`config.mk`:
```
export PLATFORM = sky130hd
export DESIGN_NAME = bcd_to_7seg_flat
export DESIGN_NICKNAME = d
export VERILOG_FILES = /design/src/rtl/bcd_to_7seg_if.sv /design/src/rtl/bcd_to_7seg.sv /design/src/flat_wrapper.sv
export SDC_FILE = /design/constraint.sdc
export NUM_CORES = 1
export LEC_CHECK = 0
export BUFFER_PORTS_ARGS = -buffer_cell sky130_fd_sc_hd__buf_4
export CORE_AREA = 3 3 40 42
export CTS_CLUSTER_SIZE = 28
export DETAILED_ROUTE_END_ITERATION = 7
export DIE_AREA = 0 0 43 45
export PLACE_DENSITY = 0.71
export SETUP_SLACK_MARGIN = 0.02
export SYNTH_ARGS = -nofsm -noshare
export SYNTH_HDL_FRONTEND = slang
export SYNTH_SLANG_ARGS = --single-unit
```
`constraint.sdc`:
```
create_clock -name clk -period 1.05 [get_ports clk]
set_input_delay 0.105 -clock clk [delete_from_list [all_inputs] [get_ports clk]]
set_output_delay 0.105 -clock clk [all_outputs]
set_load 0.005 [all_outputs]
```
`src/rtl/bcd_to_7seg_if.sv`:
```
// Digit-decoder bus: load enable and BCD code toward the decoder,
// registered segment drive and invalid-code flag back to the consumer.
interface bcd_to_7seg_if;
  logic       en;
  logic [3:0] BCD;
  logic [6:0] Seg;
  logic       bcd_err;

  modport master (
    output en,
    output BCD,
    input  Seg,
    input  bcd_err
  );

  modport slave (
    input  en,
    input  BCD,
    output Seg,
    output bcd_err
  );
endinterface

```
`src/rtl/bcd_to_7seg.sv`:
```
// Registered BCD-to-seven-segment decoder for one display digit.
// Seg[6:0] = a,b,c,d,e,f,g. One clock of latency, no combinational path
// from BCD to the outputs. Codes 10-15 raise bcd_err and either blank
// the digit or show hex glyphs A,b,C,d,E,F depending on HEX_MODE.
// ACTIVE_LOW inverts the segment bits (common-anode panels), never bcd_err.
module bcd_to_7seg #(
  parameter bit ACTIVE_LOW = 1'b0,
  parameter bit HEX_MODE   = 1'b0
) (
  input  logic          clk,
  input  logic          rst,
  bcd_to_7seg_if.slave  bus
);

  // All segments dark in the panel's own polarity.
  localparam logic [6:0] SEG_OFF = ACTIVE_LOW ? 7'b1111111 : 7'b0000000;

  // Active-high glyph lookup (bit set = segment lit).
  function automatic logic [6:0] decode_glyph(input logic [3:0] code);
    logic [6:0] g;
    g = 7'b0000000;
    case (code)
      4'd0:  g = 7'b1111110;
      4'd1:  g = 7'b0110000;
      4'd2:  g = 7'b1101101;
      4'd3:  g = 7'b1111001;
      4'd4:  g = 7'b0110011;
      4'd5:  g = 7'b1011011;
      4'd6:  g = 7'b1011111;
      4'd7:  g = 7'b1110000;
      4'd8:  g = 7'b1111111;
      4'd9:  g = 7'b1111011;
      4'd10: g = HEX_MODE ? 7'b1110111 : 7'b0000000;
      4'd11: g = HEX_MODE ? 7'b0011111 : 7'b0000000;
      4'd12: g = HEX_MODE ? 7'b1001110 : 7'b0000000;
      4'd13: g = HEX_MODE ? 7'b0111101 : 7'b0000000;
      4'd14: g = HEX_MODE ? 7'b1001111 : 7'b0000000;
      4'd15: g = HEX_MODE ? 7'b1000111 : 7'b0000000;
      default: g = 7'b0000000;
    endcase
    return g;
  endfunction

  // Map an active-high glyph onto the panel's drive polarity.
  function automatic logic [6:0] apply_polarity(input logic [6:0] glyph);
    return ACTIVE_LOW ? ~glyph : glyph;
  endfunction

  logic [6:0] w_seg_p0;
  logic       w_err_p0;
  logic [6:0] r_seg_p1;
  logic       r_err_p1;

  // Stage 0: combinational decode of the incoming code.
  always_comb begin
    w_seg_p0 = apply_polarity(decode_glyph(bus.BCD));
    w_err_p0 = (bus.BCD > 4'd9);
  end

  // Stage 1: output register; reset blanks the digit, en=0 holds.
  always_ff @(posedge clk) begin
    if (rst) begin
      r_seg_p1 <= SEG_OFF;
      r_err_p1 <= 1'b0;
    end else if (bus.en) begin
      r_seg_p1 <= w_seg_p0;
      r_err_p1 <= w_err_p0;
    end
  end

`ifndef SYNTHESIS
  // Catch undriven or unknown codes being loaded in simulation.
  always_ff @(posedge clk) begin
    if (!rst && bus.en === 1'b1)
      assert (!$isunknown(bus.BCD))
        else $error("bcd_to_7seg: unknown BCD loaded");
  end
`endif

  assign bus.Seg     = r_seg_p1;
  assign bus.bcd_err = r_err_p1;

endmodule

```
`src/flat_wrapper.sv`:
```
// flat-port wrapper written by rule: the top's interface ports become plain ports
module bcd_to_7seg_flat 
#(
  parameter bit ACTIVE_LOW = 1'b0,
  parameter bit HEX_MODE   = 1'b0
)
  (clk, rst, bus_en, bus_BCD, bus_Seg, bus_bcd_err);
  bcd_to_7seg_if bus_i ();
  input  logic clk;
  input  logic rst;
  input wire logic [$bits(bus_i.en)-1:0] bus_en;
  input wire logic [$bits(bus_i.BCD)-1:0] bus_BCD;
  output wire logic [$bits(bus_i.Seg)-1:0] bus_Seg;
  output wire logic [$bits(bus_i.bcd_err)-1:0] bus_bcd_err;
  assign bus_i.en = bus_en;
  assign bus_i.BCD = bus_BCD;
  assign bus_Seg = bus_i.Seg;
  assign bus_bcd_err = bus_i.bcd_err;
  bcd_to_7seg #(.ACTIVE_LOW(ACTIVE_LOW), .HEX_MODE(HEX_MODE)) u_core (.clk(clk), .rst(rst), .bus(bus_i));
endmodule
```
==> metrics.log <==
[metrics] result of the run: complete, no violations
[metrics] startpoint type of the worst setup path: primary input
[metrics] critical path endpoint category: flop
[metrics] Crit Reg-Reg Startpoint: u_core.bus.Seg[2]$_SDFFE_PP0P_
[metrics] CORE AREA: 0.00128 sq mm
[metrics] number of cell instances on the worst register-to-register path: 2
[metrics] die boundary width: 43 um
[metrics] total placed cells including tap cells: 89
[metrics] final core utilization: 52.7%
[metrics] number of enable-type register cells in the synthesized netlist: 0
[metrics] DPL Wire Length: 747 um
[metrics] post-placement cell area: 654 sq um
[metrics] quantity of I/O buffers inserted on ports: 14
[metrics] GRT met1 Usage: 14.3%
[metrics] number of cells upsized or downsized after cts: 0
[metrics] all-layer global routing usage: 11.3%
[metrics] top cell type by total area after synthesis: dfxtp_1
[metrics] worst hold slack: 0.0841 ns
[metrics] worst max-slew margin expressed relative to the limit: 84.9%
[metrics] net count after synthesis: 72
[metrics] Overall Power: 0.000745 W
[metrics] number of design-rule violations left by the first detailed-router iteration: 3
[metrics] Max IR drop VDD: 0.459 mV
[metrics] DRT Wirelength: 967 um
[metrics] sequential cell area fraction in the yosys report: 31.4%
[metrics] GR met2 Demand/Resource: 17.4%
[metrics] worst stage delay on the critical path: 0.22 ns
[metrics] total setup violations reported at the end of the flow: 0
[metrics] max-cap violations: 0
[metrics] number of antenna violations at the first check in global routing: 0
[metrics] Net count, final: 93
[metrics] met3 track utilization from global routing: 5.98%
[metrics] destination of the worst hold path: u_core.bus.Seg[3]$_SDFFE_PP0P_
[metrics] master of the slowest instance on the critical path: or2b_1
[metrics] final cycle utilization of the critical path: 83.3%
[metrics] cell count after synthesis: 58
[metrics] Synth warnings: 0
[metrics] RSZ-0062 raised after global routing: no
[metrics] number of hold violations in the final report: 0
[metrics] number of max-slew violations in the final report: 0
[metrics] H-Tree Level Count: 1
[metrics] number of top-level pins: 15
[metrics] Leak: 0.322 nW
[metrics] Hold Path Class: in -> reg
[metrics] Worst Skew: 0 ns
[metrics] post-route insts no fill: 92
[metrics] hold path startpoint: rst
[metrics] post-detailed-route wirelength per cell: 10.5 um
[metrics] Commonest cells post-synth: nor2_1 (9), dfxtp_1 (8), ha_1 (7), nand2b_1 (7)
[metrics] Die Outline Area: 0.00194 sq mm
[metrics] fraction of final layout cells with drive strength greater than 1: 32.5%
[metrics] number of optimization iterations in the first detailed-route pass: 2
[metrics] dominant cell by count in the synthesized netlist: nor2_1
[metrics] drc violations: 0
[metrics] Finished Cell Area: 677 sq um
[metrics] fraction of synthesized cell area taken by the top area cell type: 31.4%
[metrics] RR Endpoint: u_core.bus.Seg[2]$_SDFFE_PP0P_
[metrics] Avg Synthesized Cell Area: 8.80 sq um
[metrics] maximum fanout along the worst path: 3
[metrics] grt peak-use layer: met2
[metrics] final critical path time including I/O delays and setup: 0.874 ns
[metrics] latest clock arrival within the worst-skew pair: 0.25 ns
[metrics] kind of critical path: in -> reg
[metrics] post-DR vias/cell: 4.82
[metrics] cells along the critical path: buf_4, inv_1, ha_1, or2b_1, a21o_1, a211oi_2
[metrics] largest buffer count on any clock path: 2
[metrics] Primary FF master, synth: dfxtp_1
[metrics] number of filler instances in the final layout: 130
[metrics] die height: 45 um
[metrics] FF+latch count, synth: 8
[metrics] via count of the first global-routing pass: 371
[metrics] TritonCTS Sinks: 8
[metrics] cell class contributing the biggest share of worst-path delay: compound AO/OA/AOI/OAI gates
[metrics] final antenna diode count: 0
[metrics] Setup Fix Bufs, Post-CTS: 0
[metrics] Critical Path RT: 1.23 ns
[metrics] clock-pin transition on the worst setup and hold timing paths: 0.05 ns
[metrics] worst-margin pin slew: 0.224 ns
[metrics] mapped cell area: 510 sq um
[metrics] Worst EP arrival: 1.05 ns
[metrics] GRT Residual Overflow: 0
[metrics] cell at the root of the clock tree: clkbuf_4
[metrics] initial standard-cell utilization of the core: 39.7%
[metrics] number of stages on the worst hold path: 2
[metrics] Area growth, synth to finish: 32.6%
[metrics] number of unique standard cell types used by synthesis: 20
[metrics] buffer and inverter count on the worst path: 2
[metrics] maximum frequency from static timing analysis: 1140 MHz
[metrics] number of clock buffers inserted by TritonCTS: 3
[metrics] Power Dens Cells: 1100 mW/mm^2
[metrics] Final GP Congestion: 0.816
[metrics] number of placement rows: 13
[metrics] TritonCTS clock tree: done
[metrics] fraction of registers with async set/reset: 0%
[metrics] maximum number of pins on one net before global-route repair: 15
[metrics] via count: 443
[metrics] hold-fix buffers at CTS: 0
[metrics] dominant cells by area after synthesis: dfxtp_1 (31%), ha_1 (17%), nand2b_1 (8.6%), nor2_1 (6.6%), a211oi_1 (5.9%)
[metrics] number of nets with antenna violations after detailed routing: 0
[metrics] setup slack of the most critical reg-to-reg path: 0.38 ns
[metrics] global-route wire length before repair: 1630 um
[registers in the layout (all words and copies together) (netlist names)]
register,count
u_core.bus.bcd_err,1
u_core.bus.Seg,7
[logic make-up after synthesis]
group / after synthesis / synth area share, %
AOI/OAI and AO/OA: 17 / 25.7
and+or+nand+nor: 20 / 19.4
DFF: 8 / 31.4
buffers and inverters: 6 / 6.37
adders and majority gates: 7 / 17.2
[where the power goes]
| part | internal [W] | switching, W |
|---|---|---|
| Clock | 0.000131 | 0.000105 |
| Sequential | 0.000326 | 0.0000108 |
| Combinational | 0.0000948 | 0.0000784 |
[cell type report]
class / count / area [sq um] / share of cell area (%)
multi-input combinational: 44 / 318 / 47.0
sequential: 8 / 160 / 23.7
timing repair buffer: 20 / 150 / 22.2
clock buffer: 3 / 22.5 / 3.33
tap: 15 / 18.8 / 2.77
inverter: 2 / 7.51 / 1.11
[per-layer routing]
layer / share of wire [%] / vias up / wire length, um
li1: - / 236 / -
met1: 44 / 191 / 429
met2: 46 / 16 / 442
met3: 9.8 / 0 / 95
met4: 0 / 0 / 0
met5: 0 / - / 0
[placed cells by master (no fill, tap or decap), drive strengths merged]
cell | synthesis | final
buf | 4 | 20
clkbuf | 0 | 3
a21oi | 1 | 1
o211ai | 1 | 1
ha | 7 | 7
o21a | 1 | 1
nand2b | 7 | 7
or2b | 1 | 1
a311oi | 1 | 1
a21boi | 1 | 1
or2 | 1 | 1
dfxtp | 8 | 8
inv | 2 | 2
o21ai | 2 | 2
a211oi | 6 | 6
nor2 | 9 | 9
nand2 | 2 | 2
a21o | 4 | 4
[stage by stage]
| step | setup WS [ns] | setup TNS (ns) |
|---|---|---|
| 2_1_floorplan | 0.0411 | 0 |
| 3_3_place_gp | -0.0991 | -0.215 |
| 3_5_place_dp | -0.0985 | -0.267 |
| 4_1_cts | 0.174 | 0 |
| 5_1_grt | 0.0844 | 0 |
| 6_report | 0.176 | 0 |
[worst max path at each step]
stage / startpoint / endpoint / cells after the start
after global routing: bus_BCD[1] / u_core.bus.Seg[1]$_SDFFE_PP0P_ / 7
after CTS: bus_BCD[1] / u_core.bus.Seg[1]$_SDFFE_PP0P_ / 7
final: bus_BCD[0] / u_core.bus.Seg[6]$_SDFFE_PP0P_ / 6
after detailed placement: bus_BCD[1] / u_core.bus.Seg[6]$_SDFFE_PP0P_ / 6
after global placement: bus_BCD[0] / u_core.bus.Seg[6]$_SDFFE_PP0P_ / 6
after floorplan: bus_BCD[0] / u_core.bus.Seg[6]$_SDFFE_PP0P_ / 5
Power figures use the tool's default switching activity.
